===== src/rtl/ro_freq_reader.sv =====
// Two-channel ring-oscillator frequency reader: snapshots both RO counters, waits winLen clk
// cycles, snapshots again and reports the differences. Define RO_READ_STABLE_CHECK_EN for the stability check and retry limit.
module ro_freq_reader #(
    parameter int length   = 16,
    parameter int winLen   = 1024,
    parameter int maxRetry = 7
) (
    input  logic              clk,
    input  logic              rst,
    input  logic              start,
    input  logic [length-1:0] RO0Cnt,
    input  logic [length-1:0] RO1Cnt,
    output logic              busy,
    output logic [length-1:0] RO0Freq,
    output logic [length-1:0] RO1Freq,
    output logic              freqValid,
    input  logic              freqReady,
    output logic              err
);

    if (length < 2 || length > 31 || winLen < 2 || winLen > (2 ** length) - 1 ||
        maxRetry < 1 || maxRetry > 255) begin : g_bad_params
        $error("ro_freq_reader: parameter out of range");
    end

    localparam logic [2:0] S_IDLE = 3'd0;
    localparam logic [2:0] S_CAP0 = 3'd1;
    localparam logic [2:0] S_WAIT = 3'd2;
    localparam logic [2:0] S_CAP1 = 3'd3;
    localparam logic [2:0] S_OUT  = 3'd4;

    localparam logic [length-1:0] WIN_LOAD = length'(winLen - 1);

    logic [2:0]        state_q, state_d;
    logic [length-1:0] a0_q, a1_q;
    logic [length-1:0] win_q, win_d;
    logic [length-1:0] start0_q, start0_d, start1_q, start1_d;
    logic [length-1:0] freq0_q, freq0_d, freq1_q, freq1_d;
    logic              take;

`ifdef RO_READ_STABLE_CHECK_EN
    localparam logic [7:0] RETRY_LIMIT = 8'(maxRetry);

    logic [length-1:0] b0_q, b1_q;
    logic [7:0]        retry_q, retry_d, retry_inc;
    logic              err_q, err_d;

    // The counters are asynchronous: a value is trusted only when two successive samples agree.
    assign take      = (a0_q == b0_q) && (a1_q == b1_q);
    assign retry_inc = retry_q + 8'd1;
    assign err       = err_q;

    always_ff @(posedge clk) begin
        if (rst) begin
            b0_q    <= '0;
            b1_q    <= '0;
            retry_q <= '0;
            err_q   <= 1'b0;
        end else begin
            b0_q    <= a0_q;
            b1_q    <= a1_q;
            retry_q <= retry_d;
            err_q   <= err_d;
        end
    end
`else
    assign take = 1'b1;
    assign err  = 1'b0;
`endif

    always_ff @(posedge clk) begin
        // NOTE: sequential state uses non-blocking assignments so every register samples pre-edge values.
        if (rst) begin
            a0_q     <= '0;
            a1_q     <= '0;
            state_q  <= S_IDLE;
            win_q    <= '0;
            start0_q <= '0;
            start1_q <= '0;
            freq0_q  <= '0;
            freq1_q  <= '0;
        end else begin
            a0_q     <= RO0Cnt;
            a1_q     <= RO1Cnt;
            state_q  <= state_d;
            win_q    <= win_d;
            start0_q <= start0_d;
            start1_q <= start1_d;
            freq0_q  <= freq0_d;
            freq1_q  <= freq1_d;
        end
    end

    always_comb begin
        // NOTE: every next-state signal is defaulted to hold first, so no path can infer a latch.
        state_d  = state_q;
        win_d    = win_q;
        start0_d = start0_q;
        start1_d = start1_q;
        freq0_d  = freq0_q;
        freq1_d  = freq1_q;
`ifdef RO_READ_STABLE_CHECK_EN
        retry_d  = retry_q;
        err_d    = err_q;
`endif
        case (state_q)
            S_IDLE: begin
                if (start) begin
                    state_d = S_CAP0;
`ifdef RO_READ_STABLE_CHECK_EN
                    retry_d = '0;
`endif
                end
            end
            S_CAP0, S_CAP1: begin
                if (take) begin
                    if (state_q == S_CAP0) begin
                        start0_d = a0_q;
                        start1_d = a1_q;
                        win_d    = WIN_LOAD;
                        state_d  = S_WAIT;
`ifdef RO_READ_STABLE_CHECK_EN
                        retry_d  = '0;
`endif
                    end else begin
                        // Modulo subtraction yields the right edge count across a counter wrap.
                        freq0_d = a0_q - start0_q;
                        freq1_d = a1_q - start1_q;
                        state_d = S_OUT;
`ifdef RO_READ_STABLE_CHECK_EN
                        err_d   = 1'b0;
`endif
                    end
                end
`ifdef RO_READ_STABLE_CHECK_EN
                else begin
                    retry_d = retry_inc;
                    if (retry_inc == RETRY_LIMIT) begin
                        state_d = S_OUT;
                        err_d   = 1'b1;
                        freq0_d = '0;
                        freq1_d = '0;
                    end
                end
`endif
            end
            S_WAIT: begin
                // Loaded with winLen-1 and left on reading 0, so WAIT spans exactly winLen cycles.
                if (win_q == '0) begin
                    state_d = S_CAP1;
                end else begin
                    win_d = win_q - 1'b1;
                end
            end
            S_OUT: begin
                if (freqReady) begin
                    state_d = S_IDLE;
                end
            end
            default: state_d = S_IDLE;
        endcase
    end

    assign busy      = (state_q != S_IDLE);
    assign freqValid = (state_q == S_OUT);
    assign RO0Freq   = freq0_q;
    assign RO1Freq   = freq1_q;

endmodule


===== config.mk =====
export PLATFORM = sky130hd
export DESIGN_NAME = ro_freq_reader
export DESIGN_NICKNAME = d
export VERILOG_FILES = /design/src/rtl/ro_freq_reader.sv
export SDC_FILE = /design/constraint.sdc
export NUM_CORES = 1
export LEC_CHECK = 0
export ABC_CLOCK_PERIOD_IN_PS = 3500
export CORE_UTILIZATION = 60
export DETAILED_ROUTE_END_ITERATION = 12
export GPL_ROUTABILITY_DRIVEN = 0
export GPL_TIMING_DRIVEN = 1
export PLACE_DENSITY = 0.86
export SLEW_MARGIN = 15
export SYNTH_ARGS = -nofsm -noshare
export SYNTH_HDL_FRONTEND = slang
export SYNTH_SLANG_ARGS = --single-unit

===== constraint.sdc =====
create_clock -name clk -period 3.5 [get_ports clk]
set_input_delay 0.525 -clock clk [delete_from_list [all_inputs] [get_ports clk]]
set_output_delay 0.525 -clock clk [all_outputs]
set_load 0.1 [all_outputs]

# Yosys cells after proc, flatten, opt, wreduce, memory -nomap -nowiden
# Cells that the tools add are included.
[word_totals] regBits=115 input_bits=36 elab_cells=38
[op_classes] n_addsub=3 eq_ne=9 muxes=8 bitwise=1 reduce_logical=9
[op_table] operator="$mux W16" count=2
[op_table] operator="$pmux W16 S2" count=1
[op_table] operator="$sub A16 B16 Y16" count=2
[op_table] operator="$logic_not A16 Y1" count=1
[op_table] operator="$sub A16 B1 Y16 const B" count=1
[op_table] operator="$mux W3" count=4
[op_table] operator="$pmux W3 S4" count=1
[op_table] operator="$ne A2 B2 Y1 const B" count=4
[op_table] operator="$eq A3 B2 Y1 const B" count=2
[op_table] operator="$reduce_and A3 Y1" count=2
[op_table] operator="$reduce_and A2 Y1" count=2
[op_table] operator="$eq A3 B1 Y1 const B" count=1
[op_table] operator="$eq A3 B3 Y1 const B" count=1
[op_table] operator="$logic_not A3 Y1" count=1
[op_table] operator="$reduce_bool A3 Y1" count=1
[op_table] operator="$ne A2 B1 Y1 const B" count=1
[op_table] operator="$reduce_bool A2 Y1" count=1
[op_table] operator="$reduce_or A2 Y1" count=1
[op_table] operator="$not A1 Y1" count=1

# Depth between registers and ports, before layout
[logic_depth] word_depth=4 depth_mapped=9

# Worst setup path before layout
# No wires, ideal clock.
[synth_path] path_kind="register -> output" from="register state_q[0]" to="output freqValid" t_arrival_ns=2.770 path_slack_ns=0.205 path_stages_with_launch=3 path_buffers=1 path_cell_list="dfxtp_1 clkbuf_1 nor3b_1"
[synth_between] elab_chain_cells=1
[synth_lines] element="start, declared" line_no="34" text="logic [2:0] state_q, state_d;"
[synth_lines] element="start signal, assigned" line_no="85" text="state_q <= state_d;"
[synth_lines] element="$eq A3 B3 Y1" line_no="165" text="assign freqValid = (state_q == S_OUT);"
[synth_lines] element="end, declared" line_no="16" text="output logic freqValid,"
# No other way between the ends.

# Final worst setup path
[layout_path] from="register freq1_q[15], in the netlist RO1Freq[15]" to="output RO1Freq[15]"
[layout_rtl] element="start, declared" line_no="38" text="logic [length-1:0] freq0_q, freq0_d, freq1_q, freq1_d;"
[layout_rtl] element="start signal, assigned" line_no="90" text="freq1_q <= freq1_d;"
[layout_rtl] element="end, declared" line_no="15" text="output logic [length-1:0] RO1Freq,"
# No word-level cell between the ends.

==> flow_metrics.tcl <==
set metrics [dict create \
    status "finished clean" \
    setup_viol 0 \
    dr.pass1.iters 9 \
    htree_levels 4 \
    cts_resized 0 \
    cts_tree "done" \
    grt_max_degree 60 \
    timing.fmax_mhz 389.6 \
    synth.area.top_cells "dfxtp_1, nand2_1, a21oi_1" \
    fp-row-count 34 \
    clkSlewWorstSetupHoldPaths_ns 0.05 \
    hp-class "flip-flop to flip-flop" \
    yosysSeqAreaShare_pct 41.50 \
    post_cts_buffers 0 \
    fp.dieW_um 98.16 \
    ys_ff_latch 115 \
    ant_nets 0 \
    crit_family "buffers and inverters" \
    grt.total_usage_pct 29.52 \
    cts_buffer_depth 2 \
    drive_gt1_share_pct 6.250 \
    nFillCells 598 \
    final_nets 809 \
    routed_wirelength_um 13770 \
    finalSetupTns_ns 0 \
    die_area_um2 9635 \
    ctsRootBufferMaster "clkbuf_8" \
    rrSetupSlack_ns 0.98 \
    min-delay-start "start0_q[12]$_SDFFE_PP0P_" \
    crit_chain "clkdlybuf4s50_1" \
    synth_cells 680 \
    critPathKind "flip-flop to primary output" \
    slew_headroom_pct 34.29 \
    grt_pass1_vias 5130 \
    core_um2 8848 \
    hold_buffers 0 \
    crit_fanout 2 \
    clock_sinks 115 \
    ys_types 61 \
    initial_core_util_pct 62.70 \
    worst_slew_pin_slew_ns 0.9825 \
    fin_skew_ns 0.01111 \
    power_density_nw_per_um2 626.7 \
    synth_flop_cell "dfxtp_1" \
    io_buffers 69 \
    diodes 0 \
    syn-num-nets 749 \
    drc 0 \
    grt_overflow 0 \
    end_kind "primary output" \
    antenna_found_initial 0 \
    slew_violations 0 \
    r2r-start "a0_q[0]$_SDFF_PP0_" \
    power_leakage_nw 2.628 \
    setup_slack_ns 0.9333 \
    required_ns 2.97 \
    wl_per_cell_um 16.01 \
    syn_area_um2 5548 \
    fin_util_pct 78.22 \
    crit_path_start "RO1Freq[15]$_SDFFE_PP0P_" \
    grt_setup_unrepaired "false" \
    fin_crit_ns 2.567 \
    whs_ns 0.4557 \
    synth_edf_count 0 \
    initialDrtViolationCount 369 \
    synth_top_cell_area_share_pct 41.50 \
    worstSetupStartpointType "flip-flop" \
    yosysWarnings 0 \
    grt_pass1_wl_um 23070 \
    routed_via_density 5.955 \
    hold_viol_final 0 \
    async_reset_ff_share_pct 0 \
    fin_crit_sh_pct 73.34 \
    vias 5121 \
    numCtsBuffers 17 \
    arrival_ns 2.04 \
    max-vdd-ir-drop_mv 0.3737 \
    avgSynthCellArea_um2 8.159 \
    crit_buf_inv 1 \
    instances_no_fill 860 \
    dp.cells 829 \
    pin_count 71 \
    max_stage_delay_ns 1.15 \
    dpl_worst_slack_ns 1.056 \
    maxCapViolCount 0 \
    area_growth_pct 24.76 \
    synth_largest_area_cell "dfxtp_1" \
    cp_slowest_cell "clkdlybuf4s50_1" \
    place_hpwl_um 8795 \
    clk_latency_ns 0.52 \
    die_height_um 98.16 \
]
## cells in the final DEF (no fill, tap or decap), drive strengths merged, types with 7 or more instances in the layout
cell type,instances
dfxtp,115
nand2,107
a21oi,78
clkdlybuf4s50,66
nor2,43
inv,38
nor2b,36
ha,31
nand3,23
o21ai,23
clkbuf,22
nor3,14
xnor2,12
a21o,11
xor2,11
a211oi,10
or3,10
buf,8
and3,7
## worst paths after layout
check                         endpoint  depth (start not counted)
max                        RO1Freq[15]                          1
min          start0_q[12]$_SDFFE_PP0P_                          2
max reg2reg   RO0Freq[10]$_SDFFE_PP0P_                          9
min reg2reg  start0_q[12]$_SDFFE_PP0P_                          2
## state kept, by name, summed over array words and instances (netlist names)
signal,count
start0_q,16
a0_q,16
state_q,3
RO0Freq,16
start1_q,16
a1_q,16
win_q,16
RO1Freq,16
## through the flow
step,power [mW],area (µm²)
after floorplan,2.208,5548
after global placement,2.398,6274
after detailed placement,2.436,6274
after CTS,4.332,6922
after global routing,4.504,6922
final,4.338,6922
## tightest hold or removal path, stage by stage, from the launching register on
cell and delay [ns]:
dfxtp_1 0.31, nand2_1 0.05, a21oi_1 0.05
## cells in the mapped netlist (3+ instances only)
cell / number
dfxtp_1: 115
nand2_1: 106
a21oi_1: 78
nor2_1: 43
inv_1: 38
nor2b_1: 36
ha_1: 31
clkbuf_1: 25
nand3_1: 23
o21ai_0: 21
nor3_1: 14
xnor2_1: 12
a21o_1: 11
xor2_1: 11
a211oi_1: 10
or3_1: 9
and3_1: 7
a31oi_1: 6
nand4_1: 6
buf_1: 5
nand2b_1: 5
o211ai_1: 5
o21a_1: 5
and2_1: 4
nor4_1: 4
a21boi_0: 3
nand3b_1: 3
or4_1: 3
## layout make-up
| cell class | instances | area, µm² | area share [%] |
|---|---|---|---|
| Clock buffer | 22 | 473.0 | 6.833 |
| Timing Repair Buffer | 74 | 720.7 | 10.41 |
| Multi-Input combinational cell | 494 | 2973 | 42.95 |
| Tap cell | 108 | 135.1 | 1.952 |
| Clock inverter | 9 | 175.2 | 2.531 |
| Sequential cell | 115 | 2302 | 33.26 |
| Inverter | 38 | 142.6 | 2.061 |
## cells by family (layout without fill, tap and decap cells)
kind of cell / after synthesis / after routing / synth area share (%)
compound gates: 160 / 160 / 17.66
fa+ha+maj: 33 / 33 / 7.713
xor+xnor: 23 / 23 / 3.631
other cells: 1 / 1 / 0.06759
buf+inv: 71 / 143 / 4.917
flops: 115 / 115 / 41.50
simple gates: 277 / 277 / 24.52
## layer usage
metal / up-vias / track usage, % / part of all wire, %
met5: - / 0 / 0
met4: 0 / 13.78 / 2.3
met3: 36 / 7.445 / 6.3
met2: 232 / 51.46 / 50
met1: 2391 / 33.95 / 42
li1: 2462 / - / -
## where the power goes
group	switching (mW)	internal, mW	total [mW]	leakage [nW]
clock network	0.591	1.30	1.89	0.313
registers	0.0840	1.41	1.49	0.940
logic	0.624	0.334	0.958	1.38
Note: power is estimated with default switching activity, not from simulation.
